[src/rtl/pe_pkg.sv]
// pe_pkg: shared defaults and saturation bounds for the pe_dbuf processing element.
//   DATA_W_DEF / RES_W_DEF : default operand and partial-sum widths
//   sat_max / sat_min      : largest / smallest signed value representable in res_w bits
package pe_pkg;

    localparam int unsigned DATA_W_DEF = 8;
    localparam int unsigned RES_W_DEF  = 20;

    function automatic longint sat_max(input int unsigned res_w);
        return (longint'(1) << (res_w - 1)) - longint'(1);
    endfunction

    function automatic longint sat_min(input int unsigned res_w);
        return -(longint'(1) << (res_w - 1));
    endfunction

endpackage

[src/rtl/pe_mac.sv]
// pe_mac: combinational signed multiply-add with optional saturation.
//   a    in  DATA_W : signed data operand
//   w    in  DATA_W : signed weight operand
//   psum in  RES_W  : signed incoming partial sum
//   sum  out RES_W  : a*w + psum, clamped (SAT_EN=1) or wrapped (SAT_EN=0)
//   sat  out 1      : high when the result was clamped
module pe_mac
    import pe_pkg::*;
#(
    parameter int unsigned DATA_W = DATA_W_DEF,
    parameter int unsigned RES_W  = RES_W_DEF,
    parameter int unsigned SAT_EN = 1
) (
    input  logic [DATA_W-1:0] a,
    input  logic [DATA_W-1:0] w,
    input  logic [RES_W-1:0]  psum,
    output logic [RES_W-1:0]  sum,
    output logic              sat
);

    localparam int unsigned PW = 2 * DATA_W;

    // One guard bit: the product fits in RES_W bits, so the sum never overflows RES_W+1.
    localparam logic signed [RES_W:0] SatHi = (RES_W + 1)'(sat_max(RES_W));
    localparam logic signed [RES_W:0] SatLo = (RES_W + 1)'(sat_min(RES_W));

    logic signed [PW-1:0] w_prod;
    logic signed [RES_W:0] w_prod_ext;
    logic signed [RES_W:0] w_psum_ext;
    logic signed [RES_W:0] w_sum;

    assign w_prod     = $signed(a) * $signed(w);
    assign w_prod_ext = {{(RES_W + 1 - PW){w_prod[PW-1]}}, w_prod};
    assign w_psum_ext = {psum[RES_W-1], psum};
    assign w_sum      = w_prod_ext + w_psum_ext;

    always_comb begin
        sum = w_sum[RES_W-1:0];
        sat = 1'b0;
        if (SAT_EN != 0) begin
            if (w_sum > SatHi) begin
                sum = SatHi[RES_W-1:0];
                sat = 1'b1;
            end else if (w_sum < SatLo) begin
                sum = SatLo[RES_W-1:0];
                sat = 1'b1;
            end
        end
    end

endmodule

[src/rtl/pe_dbuf.sv]
// pe_dbuf: systolic processing element with double-buffered (shadow/active) weight.
//   clk, rst (sync, active-low)
//   in_valid, in_conf, in_swap, clr_sat : beat qualifiers and control
//   in_north (DATA_W) : data on compute beats, weight on load beats
//   in_west  (RES_W)  : incoming partial sum
//   out_south, out_east, out_valid, out_conf, out_swap : registered daisy-chain outputs
//   sat_flag : sticky saturation indicator
module pe_dbuf
    import pe_pkg::*;
#(
    parameter int unsigned DATA_W = DATA_W_DEF,
    parameter int unsigned RES_W  = RES_W_DEF,
    parameter int unsigned SAT_EN = 1
) (
    input  logic              clk,
    input  logic              rst,
    input  logic              in_valid,
    input  logic              in_conf,
    input  logic              in_swap,
    input  logic              clr_sat,
    input  logic [DATA_W-1:0] in_north,
    input  logic [RES_W-1:0]  in_west,
    output logic [DATA_W-1:0] out_south,
    output logic [RES_W-1:0]  out_east,
    output logic              out_valid,
    output logic              out_conf,
    output logic              out_swap,
    output logic              sat_flag
);

    logic [DATA_W-1:0] r_shadow;
    logic [DATA_W-1:0] r_active;
    logic [DATA_W-1:0] r_south;
    logic [RES_W-1:0]  r_east;
    logic              r_valid;
    logic              r_conf;
    logic              r_swap;
    logic              r_sat;

    logic [RES_W-1:0]  w_sum;
    logic              w_sat;
    logic              w_load;
    logic              w_comp;

    assign w_load = in_valid & in_conf;
    assign w_comp = in_valid & ~in_conf;

    pe_mac #(
        .DATA_W (DATA_W),
        .RES_W  (RES_W),
        .SAT_EN (SAT_EN)
    ) u_mac (
        .a    (in_north),
        .w    (r_active),
        .psum (in_west),
        .sum  (w_sum),
        .sat  (w_sat)
    );

    // Non-blocking reads of r_shadow/r_active give the "old value" semantics needed
    // when a swap coincides with a load or compute beat.
    always_ff @(posedge clk) begin
        if (!rst) begin
            r_shadow <= '0;
            r_active <= '0;
            r_south  <= '0;
            r_east   <= '0;
            r_valid  <= 1'b0;
            r_conf   <= 1'b0;
            r_swap   <= 1'b0;
            r_sat    <= 1'b0;
        end else begin
            r_valid <= in_valid;
            r_conf  <= w_load;
            r_swap  <= in_swap;
            if (in_swap) begin
                r_active <= r_shadow;
            end
            if (w_load) begin
                r_shadow <= in_north;
                r_south  <= r_shadow;
            end else if (w_comp) begin
                r_south <= in_north;
                r_east  <= w_sum;
            end
            // A new saturation wins over a coincident clear.
            if (w_comp && w_sat) begin
                r_sat <= 1'b1;
            end else if (clr_sat) begin
                r_sat <= 1'b0;
            end
        end
    end

    assign out_south = r_south;
    assign out_east  = r_east;
    assign out_valid = r_valid;
    assign out_conf  = r_conf;
    assign out_swap  = r_swap;
    assign sat_flag  = r_sat;

endmodule

[config.mk]
export PLATFORM = sky130hd
export DESIGN_NAME = pe_dbuf
export DESIGN_NICKNAME = d
export VERILOG_FILES = /design/src/rtl/pe_pkg.sv /design/src/rtl/pe_mac.sv /design/src/rtl/pe_dbuf.sv
export SDC_FILE = /design/constraint.sdc
export NUM_CORES = 1
export LEC_CHECK = 0
export ABC_AREA = 1
export CORE_MARGIN = 5
export CORE_UTILIZATION = 45
export DETAILED_ROUTE_END_ITERATION = 8
export MAX_ROUTING_LAYER = met4
export PLACE_DENSITY = 0.73
export SLEW_MARGIN = 20
export SYNTH_ARGS = -nofsm -noshare
export SYNTH_HDL_FRONTEND = slang
export SYNTH_SLANG_ARGS = --single-unit
[constraint.sdc]
create_clock -name clk -period 5.83 [get_ports clk]
set_input_delay 1.166 -clock clk [delete_from_list [all_inputs] [get_ports clk]]
set_output_delay 1.166 -clock clk [all_outputs]
set_load 0.03 [all_outputs]
# Word-level counts from Yosys, hierarchy flattened
# Cells that the tools add are included.
# op_classes
addsub	1
mul	1
order_cmp	2
mux	8
bitwise_logic	4
n_reduce_logical	4
# op_table
operator	n
$mux W20	2
$add A16 B20 Y21	1
$gt A21 B20 Y1 const B	1
$lt A21 B20 Y1 const B	1
$mul A8 B8 Y16	1
$mux W8	2
$mux W1	4
$reduce_bool A2 Y1	2
$and A1 B1 Y1	2
$not A1 Y1	2
$reduce_and A2 Y1	1
$logic_and A1 B1 Y1	1
# totals
regBits	48
in_bits	34
out_inout_bits	32
elab_cells	28

# Depth between registers and ports, before layout
# depth
ltp_word	7
mapped_depth	26
mapped_depth_nobuf	25

# Hierarchy
# From an unflattened synthesis, not the netlist that was laid out.
# unflattened
hier_cells	795
hier_area_um2	5978.2
# modules_own_cells
mod	n_inst	cells_each	area_per_inst_um2	seq_area_each_um2
pe_mac	1	562	4235.3	0.0
pe_dbuf	1	233	1742.9	960.9

# Worst setup path after synthesis
# Ideal clock, no wire load.
# synth_timing
kind	in2reg
startpoint	input port in_north[7]
endpoint	register r_east[1] (netlist: out_east[1])
setup_time_ns	0.130
t_arrival_ns	5.802
required_time_ns	5.700
slack_ns	-0.102
path_stages	21
n_path_buf	2
cell_sequence	clkbuf_1 nand2_1 inv_1 fa_1 fa_1 inv_1 fa_1 inv_1 fa_1 ha_1 ha_1 nand2_1 nor3_1 nand2_1 nand2_1 nand2_1 nand2_2 nor2_4 nor2_8 buf_12 a21oi_4
# synth_between
elab_chain_len	5
word_cells_on_any_way	6
cone_classes	1 x add/sub; 1 x mul; 2 x order compare; 2 x mux
# synth_rtl
item	line	rtl
start: declaration	pe_dbuf.sv:21	input logic [DATA_W-1:0] in_north,
$mul A8 B8 Y16 *	pe_mac.sv:32	assign w_prod = $signed(a) * $signed(w);
$add A16 B20 Y21 *	pe_mac.sv:35	assign w_sum = w_prod_ext + w_psum_ext;
$lt A21 B20 Y1	pe_mac.sv:44	end else if (w_sum < SatLo) begin
$mux W20	pe_mac.sv:44	
$mux W20 *	pe_mac.sv:41	if (w_sum > SatHi) begin
end signal: assignment	pe_dbuf.sv:84	r_east <= w_sum;
end: declaration	pe_dbuf.sv:34	logic [RES_W-1:0] r_east;
# Mark *: on every way between the ends. The rest lies on a longest branch, timed or not.
# A chain may end at the register's enable or synchronous reset.

# Worst setup path after layout
# layout_timing
startpoint	input port in_north[6]
endpoint	register r_east[2] (netlist: out_east[2])
# The elaborated chain is that of the path after synthesis.

==> flow_summary.yaml <==
cts:
  clock_latency_ns: 0.29
  hold_buffers: 0
  clock-sinks: 48
  h-tree-depth: 2
  post-cts-setup-buffer-count: 0
  cts_tree: "built"
  root_buffer: "clkbuf_16"
  clk_path_buf_depth: 2
  clk_pin_slew_worst_paths_ns: 0.06
  cts_buffers: 5
place:
  dp_hpwl_microns: 11300
  port_buffers: 65
  place.gp.congestion: 0.859
layout:
  utilization_pct: 59.1
  seqCellArea_sq_um: 961
  fillers: 1104
  layout.nets: 1027
  insertedDiodeCount: 0
  drive_gt1_share_pct: 15.8
  multi_input_area_sq_um: 4280
  area_delta_synth_final_pct: 28.3
yosys:
  async_reset_ff_share_pct: 0
  avgSynthCellArea_sq_um: 7.89
  synth_top_area_cell: "fa_1"
  synth_commonest_cells: "inv_1 (179), nand2_1 (173), fa_1 (92)"
  synth_compound_area_share_pct: 8.85
  synthCells: 740
  synth_fa_ha_area_share_pct: 41.8
  synth_simple_gate_area_share_pct: 17.5
  synth-seq-cells: 48
  yosysTopAreaCellShare_pct: 31.5
  dominantRegCellSynth: "dfxtp_1"
  syn-num-nets: 914
  synth_top_family_by_area: "adder cells"
  synth_xor_area_share_pct: 1.50
  yosys-top-cells-area: "fa_1 (32%), dfxtp_1 (16%), inv_1 (12%)"
  synth_most_common_cell: "inv_1"
  ys_warn_count: 0
  synth_edf_count: 0
  synthMuxAreaShare_pct: 0
  ys_seq_area_share_pct: 16.5
  ys_types: 37
  syn_area_sq_um: 5840
timing:
  hold_viol_final: 0
  rsz0062_at_grt: "true"
  slew_viol_final: 0
  fin_crit_sh_pct: 97.4
  skew_ns: 0.00354
  fmax_mhz: 176
  tightest_slew_ns: 0.502
  relSlewSlack_pct: 66.5
  setup_tns_ns: 0
  fin_crit_ns: 5.68
  setup_violations: 0
critical_path:
  path_cells: "clkdlybuf4s50_1 -> buf_6 -> nand2_1 -> fa_1 -> inv_1 -> fa_1 -> fa_2 -> fa_1 -> fa_1 -> ha_1 -> or2_0 -> nand3_1 -> nand2_2 -> a21oi_1 -> nand2_1 -> nand2_4 -> nor2_4 -> nor2_8 -> buf_12 -> a21oi_2"
  worstPathArrival_ns: 5.85
  critical-path-max-stage-delay_ns: 0.62
  crit_family: "adder cells"
  r2r_slack_ns: 0.81
  worstSetupEndpointType: "flop"
  cp-start-kind: "primary input"
  r2r-end: "out_east[2]"
  required_ns: 6.00
  path_class: "primary input to flop"
  r2r_start: "r_active[2]"
  ff2ff_path_depth: 20
  path_buf_inv: 4
  worstPathMaxFanout: 8
  worst_path_most_repeated_cell: "fa_1"
  cp_slowest_cell: "fa_2"
route:
  drt-total-wl_microns: 13600
  avgViaCountPerCell: 4.68
  drt-initial-drc-count: 238
  drc: 0
  firstDrtPassIters: 4
  ant_nets: 0
  routedWlPerCell_microns: 13.2
  vias: 4804
hold_path:
  min_path_cells: 2
  holdPathEnd: "out_east[0]"
  hp-start: "out_east[0]"
  hold_class: "flop to flop"
floorplanning:
  rows: 41
  die_area_sq_um: 15400
  coreArea_sq_um: 12700
  start_util_pct: 46.1
  io_pins: 66
  dieWidth_microns: 124
  die_h_microns: 124
power:
  comb_power_share_pct: 76.4
  internal_power_w: 0.00157
  seq_power_share_pct: 13.7
  power_switching_w: 0.00137
  p_per_area_nw_per_um2: 392
  power_frac_clock_pct: 9.9
  sw_frac_of_total_pct: 46.6
  cellLeakagePower_nw: 4.07
  vdd_drop_max_mv: 0.352
outcome:
  outcome: "finished, final reports clean"
grt:
  grt_max_degree: 46
  grt_antenna_before_repair: 0
  overflow: 0
  grt_usage_pct: 19.6
  grt_pass1_wl_microns: 23300
  grt_pass1_vias: 4966
job:
  maxCapViolations: 0
[worst max path at each step]
stage,from,to,slack [ns],depth (start not counted)
3_3_place_gp,in_north[7],out_east[18],-0.42,22
2_1_floorplan,in_north[7],out_east[1],0.02,24
3_5_place_dp,in_north[7],out_east[6],-0.56,22
4_1_cts,in_north[6],out_east[6],0.02,21
5_1_grt,in_north[1],out_east[18],-0.01,20
6_report,in_north[6],out_east[2],0.15,20
[registers in the layout (all words and copies together) (netlist names)]
signal / flops
out_east: 20
out_south: 8
r_active: 8
r_shadow: 8
out_conf: 1
out_swap: 1
out_valid: 1
sat_flag: 1
[stage by stage]
step                      cells  cell area [sq um]  setup slack, ns  power (W)  hold slack, ns
final                      1026               7490            0.150    0.00294           0.468
after CTS                  1026               7290           0.0236    0.00272           0.470
after detailed placement   1018               7130           -0.565    0.00242           0.462
after global routing       1026               7490         -0.00979    0.00323           0.484
after floorplan             740               5840           0.0172    0.00171           0.444
after global placement     1018               7130           -0.420    0.00239           0.460
[layer usage]
layer	share of wire [%]	wire (microns)	track usage, %
met5	0	0	-
met4	0.63	85	1.98
met2	50	6860	32.8
met3	4.0	541	3.13
met1	45	6110	26.1
[cells by family (layout without fill, tap and decap cells)]
family / after synthesis / after routing
flip-flops: 48 / 48
AND/OR/NAND/NOR: 243 / 243
buffers and inverters: 209 / 323
AO/OA/AOI/OAI: 90 / 90
adder cells (fa/ha/maj): 140 / 140
XOR/XNOR: 10 / 10
[what timing repair did]
| action | CTS | global route |
|---|---|---|
| gates cloned | 0 | 0 |
| pin swaps | 1 | 23 |
| gates resized for setup | 8 | 33 |
| endpoints found under the setup margin | 21 | 21 |
[cell usage in the layout (no fill, tap or decap), types with 12 or more instances in the layout]
cell type / n
a21oi_1: 30
a21oi_2: 13
buf_4: 63
clkdlybuf4s50_1: 60
dfxtp_1: 48
fa_1: 87
ha_1: 35
inv_1: 177
nand2_1: 167
nand2_2: 12
nand3_1: 12
nor2_1: 31
o21ai_0: 39
[worst register-to-register path: cells and delay by family, from the launching register on]
family / cells / cell delay (ns)
simple gates: 7 / 0.83
compound gates: 3 / 0.32
fa+ha+maj: 6 / 2.67
flops: 1 / 0.63
buf+inv: 4 / 0.43
[power by group through the flow]
| stage | registers (W) | logic [W] | clock network [W] |
|---|---|---|---|
| 2_1_floorplan | 0.000465 | 0.00124 | 0 |
| 3_3_place_gp | 0.000408 | 0.00198 | 0 |
| 3_5_place_dp | 0.000407 | 0.00201 | 0 |
| 4_1_cts | 0.000402 | 0.00203 | 0.000293 |
| 5_1_grt | 0.000407 | 0.00251 | 0.000312 |
| 6_report | 0.000402 | 0.00224 | 0.000291 |
[layout make-up]
type,instances,area share (%)
flip-flops and latches,48,12.8
clock inverters,2,0.134
clock buffers,6,1.85
multi-input cells,483,57.1
repair buffers,133,16.1
well taps,172,2.87
inverters,182,9.17
Power figures use the tool's default switching activity.
